**src/rtl/clock_pkg.sv**
```systemverilog
// Shared encodings, BCD limits and calendar helpers for the clock datapath.
package clock_pkg;

    typedef enum logic [1:0] {
        MODE_RUN       = 2'd0,
        MODE_SET_TIME  = 2'd1,
        MODE_SET_DATE  = 2'd2,
        MODE_SET_ALARM = 2'd3
    } clkMode_t;

    typedef enum logic {
        AL_IDLE = 1'b0,
        AL_RING = 1'b1
    } alarmState_t;

    localparam logic [7:0] BCD_ZERO      = 8'h00;
    localparam logic [7:0] BCD_ONE       = 8'h01;
    localparam logic [7:0] BCD_SEC_MAX   = 8'h59;
    localparam logic [7:0] BCD_MIN_MAX   = 8'h59;
    localparam logic [7:0] BCD_HOUR_MAX  = 8'h23;
    localparam logic [7:0] BCD_MONTH_MAX = 8'h12;
    localparam logic [7:0] BCD_ALARM_HH  = 8'h07;

    // Two-digit BCD increment; callers guarantee the value is below 99.
    function automatic logic [7:0] bcdInc(input logic [7:0] v);
        logic [7:0] r;
        if (v[3:0] == 4'd9) r = {v[7:4] + 4'd1, 4'd0};
        else                r = {v[7:4], v[3:0] + 4'd1};
        return r;
    endfunction

    // Month length in BCD, no leap years.
    function automatic logic [7:0] daysInMonth(input logic [7:0] month);
        logic [7:0] d;
        case (month)
            8'h02:                      d = 8'h28;
            8'h04, 8'h06, 8'h09, 8'h11: d = 8'h30;
            default:                    d = 8'h31;
        endcase
        return d;
    endfunction

endpackage

```
**src/rtl/clock_core_editor.sv**
```systemverilog
// Next value of a BCD hh:mm pair for one edit pulse; lowest set bit wins,
// digits roll over individually with no carry into their neighbours.
module bcd_hhmm_editor (
    input  logic [7:0] hh,
    input  logic [7:0] mm,
    input  logic [3:0] btn,
    output logic [7:0] hhNext,
    output logic [7:0] mmNext
);

    // Apply the single highest-priority digit edit.
    always_comb begin
        hhNext = hh;
        mmNext = mm;
        if (btn[0]) begin
            mmNext[3:0] = (mm[3:0] == 4'd9) ? 4'd0 : mm[3:0] + 4'd1;
        end else if (btn[1]) begin
            mmNext[7:4] = (mm[7:4] == 4'd5) ? 4'd0 : mm[7:4] + 4'd1;
        end else if (btn[2]) begin
            // Hour units stop at 3 in the twenties so 24..29 never appear.
            if ((hh[7:4] == 4'd2 && hh[3:0] == 4'd3) || hh[3:0] == 4'd9)
                hhNext[3:0] = 4'd0;
            else
                hhNext[3:0] = hh[3:0] + 4'd1;
        end else if (btn[3]) begin
            case (hh[7:4])
                4'd0: hhNext[7:4] = 4'd1;
                4'd1: begin
                    hhNext[7:4] = 4'd2;
                    if (hh[3:0] > 4'd3) hhNext[3:0] = 4'd3;
                end
                default: hhNext[7:4] = 4'd0;
            endcase
        end
    end

endmodule

```
**src/rtl/clock_core.sv**
```systemverilog
// Timekeeping core: 1 Hz prescaler, BCD time/date/alarm registers, set-mode
// edits and the alarm ring sequencer.
module clock_core
    import clock_pkg::*;
#(
    parameter int MFREQ_KHZ = 1,
    parameter int ALARM_SEC = 60
) (
    input  logic       mclk,
    input  logic       rst,
    input  logic [1:0] clk_mode,
    input  logic [3:0] vButton,
    output logic [7:0] hh,
    output logic [7:0] mm,
    output logic [7:0] ss,
    output logic [7:0] day,
    output logic [7:0] month,
    output logic [7:0] al_hh,
    output logic [7:0] al_mm,
    output logic       alarm_ring,
    output logic       tick_1hz
);

    localparam logic [31:0] PRESC_MAX = 32'(MFREQ_KHZ * 1000 - 1);
    localparam int          CNT_W     = (ALARM_SEC > 1) ? $clog2(ALARM_SEC) : 1;

    clkMode_t    mode;
    logic [31:0] presc;
    logic        wrap;
    logic        secWrap, minWrap, hourWrap, midnight, alarmHit;
    logic [7:0]  advSs, advMm, advHh;
    logic [7:0]  curDim, nextMonth, nextDim;
    logic [7:0]  tEdHh, tEdMm, aEdHh, aEdMm;
    alarmState_t alState, alStateNext;
    logic [CNT_W-1:0] ringCnt, ringCntNext;

    assign mode = clkMode_t'(clk_mode);

    // A second elapses when the prescaler wraps; it is held in set-time mode.
    assign wrap = (mode != MODE_SET_TIME) && (presc == PRESC_MAX);

    // Carry chain of a one-second advance.
    assign secWrap  = (ss == BCD_SEC_MAX);
    assign minWrap  = (mm == BCD_MIN_MAX);
    assign hourWrap = (hh == BCD_HOUR_MAX);
    assign advSs    = secWrap ? BCD_ZERO : bcdInc(ss);
    assign advMm    = secWrap ? (minWrap ? BCD_ZERO : bcdInc(mm)) : mm;
    assign advHh    = (secWrap && minWrap) ? (hourWrap ? BCD_ZERO : bcdInc(hh)) : hh;
    assign midnight = wrap && secWrap && minWrap && hourWrap;

    // Ring only when a running tick lands exactly on al_hh:al_mm:00.
    assign alarmHit = wrap && (mode == MODE_RUN) && secWrap &&
                      (advMm == al_mm) && (advHh == al_hh);

    assign curDim    = daysInMonth(month);
    assign nextMonth = (month == BCD_MONTH_MAX) ? BCD_ONE : bcdInc(month);
    assign nextDim   = daysInMonth(nextMonth);

    bcd_hhmm_editor timeEd (
        .hh(hh), .mm(mm), .btn(vButton), .hhNext(tEdHh), .mmNext(tEdMm)
    );

    bcd_hhmm_editor alarmEd (
        .hh(al_hh), .mm(al_mm), .btn(vButton), .hhNext(aEdHh), .mmNext(aEdMm)
    );

    // Prescaler and the registered one-second pulse.
    always_ff @(posedge mclk) begin
        if (rst) begin
            presc    <= '0;
            tick_1hz <= 1'b0;
        end else begin
            presc    <= (mode == MODE_SET_TIME || wrap) ? 32'd0 : presc + 32'd1;
            tick_1hz <= wrap;
        end
    end

    // Time of day: frozen and editable in set-time mode, otherwise counting.
    always_ff @(posedge mclk) begin
        if (rst) begin
            hh <= BCD_ZERO;
            mm <= BCD_ZERO;
            ss <= BCD_ZERO;
        end else if (mode == MODE_SET_TIME) begin
            hh <= tEdHh;
            mm <= tEdMm;
            ss <= BCD_ZERO;
        end else if (wrap) begin
            hh <= advHh;
            mm <= advMm;
            ss <= advSs;
        end
    end

    // Date: edits take priority over a coincident midnight carry.
    always_ff @(posedge mclk) begin
        if (rst) begin
            day   <= BCD_ONE;
            month <= BCD_ONE;
        end else if (mode == MODE_SET_DATE && vButton[0]) begin
            day <= (day == curDim) ? BCD_ONE : bcdInc(day);
        end else if (mode == MODE_SET_DATE && vButton[1]) begin
            month <= nextMonth;
            if (day > nextDim) day <= nextDim;
        end else if (midnight) begin
            if (day == curDim) begin
                day   <= BCD_ONE;
                month <= nextMonth;
            end else begin
                day <= bcdInc(day);
            end
        end
    end

    // Alarm time, editable only in set-alarm mode.
    always_ff @(posedge mclk) begin
        if (rst) begin
            al_hh <= BCD_ALARM_HH;
            al_mm <= BCD_ZERO;
        end else if (mode == MODE_SET_ALARM) begin
            al_hh <= aEdHh;
            al_mm <= aEdMm;
        end
    end

    // Alarm sequencer state register.
    always_ff @(posedge mclk) begin
        if (rst) begin
            alState <= AL_IDLE;
            ringCnt <= '0;
        end else begin
            alState <= alStateNext;
            ringCnt <= ringCntNext;
        end
    end

    // Ring for ALARM_SEC ticks unless a button or a mode change silences it.
    always_comb begin
        alStateNext = alState;
        ringCntNext = ringCnt;
        case (alState)
            AL_IDLE: begin
                if (alarmHit) begin
                    alStateNext = AL_RING;
                    ringCntNext = '0;
                end
            end
            AL_RING: begin
                if (mode != MODE_RUN || (|vButton)) begin
                    alStateNext = AL_IDLE;
                end else if (wrap) begin
                    if (ringCnt == CNT_W'(ALARM_SEC - 1)) alStateNext = AL_IDLE;
                    else                                  ringCntNext = ringCnt + CNT_W'(1);
                end
            end
            default: alStateNext = AL_IDLE;
        endcase
    end

    assign alarm_ring = (alState == AL_RING);

endmodule

```
**config.mk**
```make
export PLATFORM = sky130hd
export DESIGN_NAME = clock_core
export DESIGN_NICKNAME = d
export VERILOG_FILES = /design/src/rtl/clock_pkg.sv /design/src/rtl/clock_core_editor.sv /design/src/rtl/clock_core.sv
export SDC_FILE = /design/constraint.sdc
export NUM_CORES = 1
export LEC_CHECK = 0
export CAP_MARGIN = 15
export CELL_PAD_IN_SITES_DETAIL_PLACEMENT = 0
export CELL_PAD_IN_SITES_GLOBAL_PLACEMENT = 1
export CORE_AREA = 2 2 158 98
export DETAILED_ROUTE_END_ITERATION = 8
export DIE_AREA = 0 0 160 100
export PLACE_DENSITY = 0.86
export SYNTH_ARGS = -nofsm -noshare
export SYNTH_HDL_FRONTEND = slang
export SYNTH_SLANG_ARGS = --single-unit
```
**constraint.sdc**
```tcl
create_clock -name mclk -period 4.05 [get_ports mclk]
set_clock_uncertainty 0.2 [all_clocks]
set_input_delay 0.81 -clock mclk [delete_from_list [all_inputs] [get_ports mclk]]
set_output_delay 0.81 -clock mclk [all_outputs]
set_load 0.05 [all_outputs]
```
==> run_results.csv <==
group,metric,value,unit
floorplan,die_h,100,um
synthesis,ys_seq_elements,94,
synthesis,synth.area.top_cells,"dfxtp_1 31%, nor2_1 6.0%, ha_1 5.1%",
critical_path,cp_slowest_stage_delay,0.51,ns
timing,slew_headroom,39.2,%
timing,worstMarginPinSlew,0.901,ns
placed_design,gp_congestion,0.882,
critical_path,critPathArrivalTime,3.63,ns
synthesis,ys_types,84,
layout,fillers,1481,
critical_path,critical_path_depth,14,
layout,utilization,49.1,%
global_routing,antenna_found_initial,0,
run,cap_violations,0,
synthesis,yosysWarnings,0,
pwr,power.leakage,2.54,nW
floorplan,num_rows,35,
floorplan,ios,66,
clocking,clk_path_buf_depth,2,
floorplan,die_w,160,um
clocking,clock-root-buffer,"clkbuf_16",
timing,finalSetupViolations,0,
floorplan,core,0.0148,mm2
routing,routed_wl,16.9,mm
clocking,path_clk_slew,0.07,ns
floorplan,initial_core_util,41.5,%
synthesis,synthFlopType,"dfxtp_1",
timing,finalCriticalPeriod,3.61,ns
clocking,hold_buffers,0,
synthesis,syn_area,0.00614,mm2
synthesis,ys_seq_area_share,30.6,%
global_routing,grt_pass1_wl,27.0,mm
clocking,cts_sinks,94,
clocking,cts_made_buffers,9,
critical_path,required,4.07,ns
synthesis,syn_area_per_cell,7.90,um2
layout,syn_to_final_growth,18.3,%
pwr,ir_worst_vdd,0.173,mV
run_status,outcome,"complete, no violations",
critical_path,worst-r2r-cell-count,14,
worst_hold_path,hold_path_class,"flip-flop to flip-flop",
synthesis,synth.top_cell.area_share,30.6,%
critical_path,cp.buffers_inverters,3,
routing,drt_pass1_iterations,5,
timing,finalMaxSlewViolations,0,
clocking,insertion_delay,0.35,ns
clocking,cts_tree,"yes",
pwr,finalPower,2.05,mW
routing,wl_per_cell,16.3,um
routing,ant_nets,0,
routing,vias,5852,
placed_design,io_buffers,63,
critical_path,worstPathCellList,"inv_1, ha_1, or2b_1, o221ai_1, and3_1, inv_2, ha_1, a21boi_0, o21ai_0, a21oi_1, o41ai_2, buf_4, mux2i_1, nor2_1",
layout,drive_gt1_share,8.16,%
timing,finalSetupTns,0,ns
timing,fin_crit_sh,89.1,%
placed_design,dp_hpwl,12.5,mm
placed_design,place_area,0.00694,mm2
synthesis,synthArstFlopShare,0,%
routing,drt_iter0_markers,447,
synthesis,synth_edf_count,0,
synthesis,yosys.area.top_type,"dfxtp_1",
critical_path,crit_path_top_delay_cell,"o41ai_2",
layout,fin_area,0.00727,mm2
pwr,power_density,282,mW/mm2
layout,layout_commonest_cell,"nor2_1",
global_routing,overflow,0,
critical_path,crit_fanout,9,
synthesis,netlist_instances,778,
critical_path,critPathTopFamily,"compound AO/OA/AOI/OAI gates",
clocking,h-tree-depth,3,
critical_path,endpoint_kind,"flip-flop",
clocking,cts_resized,0,
global_routing,grt_max_degree,53,
global_routing,grt_pass1_vias,5029,
layout,n_antenna_cell,0,
clocking,post_cts_buffers,0,
layout,final_cell_mix,"99 x nor2_1, 94 x dfxtp_1, 62 x clkdlybuf4s50_1",
global_routing,grtUsageTotal,20.9,%
routing,via_per_inst,5.65,
layout,layout.nets,861,
critical_path,critPathKind,"flip-flop to flip-flop",
timing,hold_violations,0,
routing,route.detailed.drc,0,
timing,timing.fmax,277,MHz
timing,rsz0062_at_grt,"false",
critical_path,crit_top_cell,"ha_1",
floorplan,die_area,0.0160,mm2
critical_path,cp-start-kind,"flip-flop",
worst_hold_path,hold_depth,1,
## report_power, final
group / leakage [nW] / total, mW / internal (mW) / switching, mW
logic: 1.62 / 0.155 / 0.0539 / 0.101
clock network: 0.163 / 0.949 / 0.563 / 0.386
registers: 0.759 / 0.947 / 0.932 / 0.0146
total: 2.54 / 2.05 / 1.55 / 0.502
## routing by layer
layer / global-route usage [%] / share of wire (%)
met5: 0 / 0
met1: 33.4 / 55
met4: 4.50 / 1.1
met3: 6.32 / 8.5
met2: 26.6 / 36
## path summary, 6_finish.rpt
kind         slack (ns)                   to             startpoint
max                0.44  day[3]$_SDFFE_PP0P_  month[4]$_SDFFE_PP0P_
min                0.27  presc[0]$_SDFF_PP0_    presc[0]$_SDFF_PP0_
max reg2reg        0.44  day[3]$_SDFFE_PP0P_  month[4]$_SDFFE_PP0P_
min reg2reg        0.27  presc[0]$_SDFF_PP0_    presc[0]$_SDFF_PP0_
## final cells by class
class                      count  area, um2  area share [%]
multi-input combinational    610       3910            53.8
clock inverter                 6       91.3            1.26
clock buffer                  10        239            3.29
timing repair buffer          84        783            10.8
inverter                      29        109            1.50
sequential                    94       1880            25.9
tap                          203        254            3.49
## logic make-up (layout without fill, tap and decap cells)
group	after synthesis	count (layout)	synth area share, %
AOI/OAI and AO/OA	179	179	19.5
xor gates and xnor gates	41	41	5.85
adders and majority gates	25	25	5.09
buffers and inverters	75	129	5.84
DFF	94	94	30.6
muxes	11	11	1.87
other	1	2	0.0610
and+or+nand+nor	352	352	31.1
## flip-flops by register name, summed over array words and instances, names as in the netlist
| register | flops |
|---|---|
| ss | 8 |
| presc | 32 |
| hh | 8 |
| month | 8 |
| ringCnt | 6 |
| mm | 8 |
| al_hh | 6 |
| tick_1hz | 1 |
| day | 8 |
| alarm_ring | 1 |
| al_mm | 8 |
## per-stage QoR
step	std cells	hold WS [ns]	worst slack, ns
floorplan	779	0.230	0.539
global placement	1020	0.248	0.497
detailed placement	1020	0.254	0.442
CTS	1036	0.272	0.450
global route	1036	0.297	0.175
finish	1036	0.269	0.439
## cell usage after synthesis, types with 5 or more instances
library cell  number
nor2_1            99
dfxtp_1           94
a21oi_1           56
nand2_1           56
o21ai_0           34
nand3_1           33
inv_1             28
clkbuf_1          25
ha_1              25
xor2_1            24
nor3_1            22
nand4_1           21
xnor2_1           17
or3_1             15
nor2b_1           14
nor4_1            11
mux2i_1           10
and3_1             9
a31oi_1            8
buf_2              8
a21o_1             7
nor3b_1            7
o31ai_1            7
and2_1             6
buf_4              6
nand2b_1           6
nand3b_1           6
o211ai_1           6
or4_1              6
a311oi_1           5
nor4b_1            5
o311ai_0           5
o41ai_1            5
(Power assumes the default switching activity.)
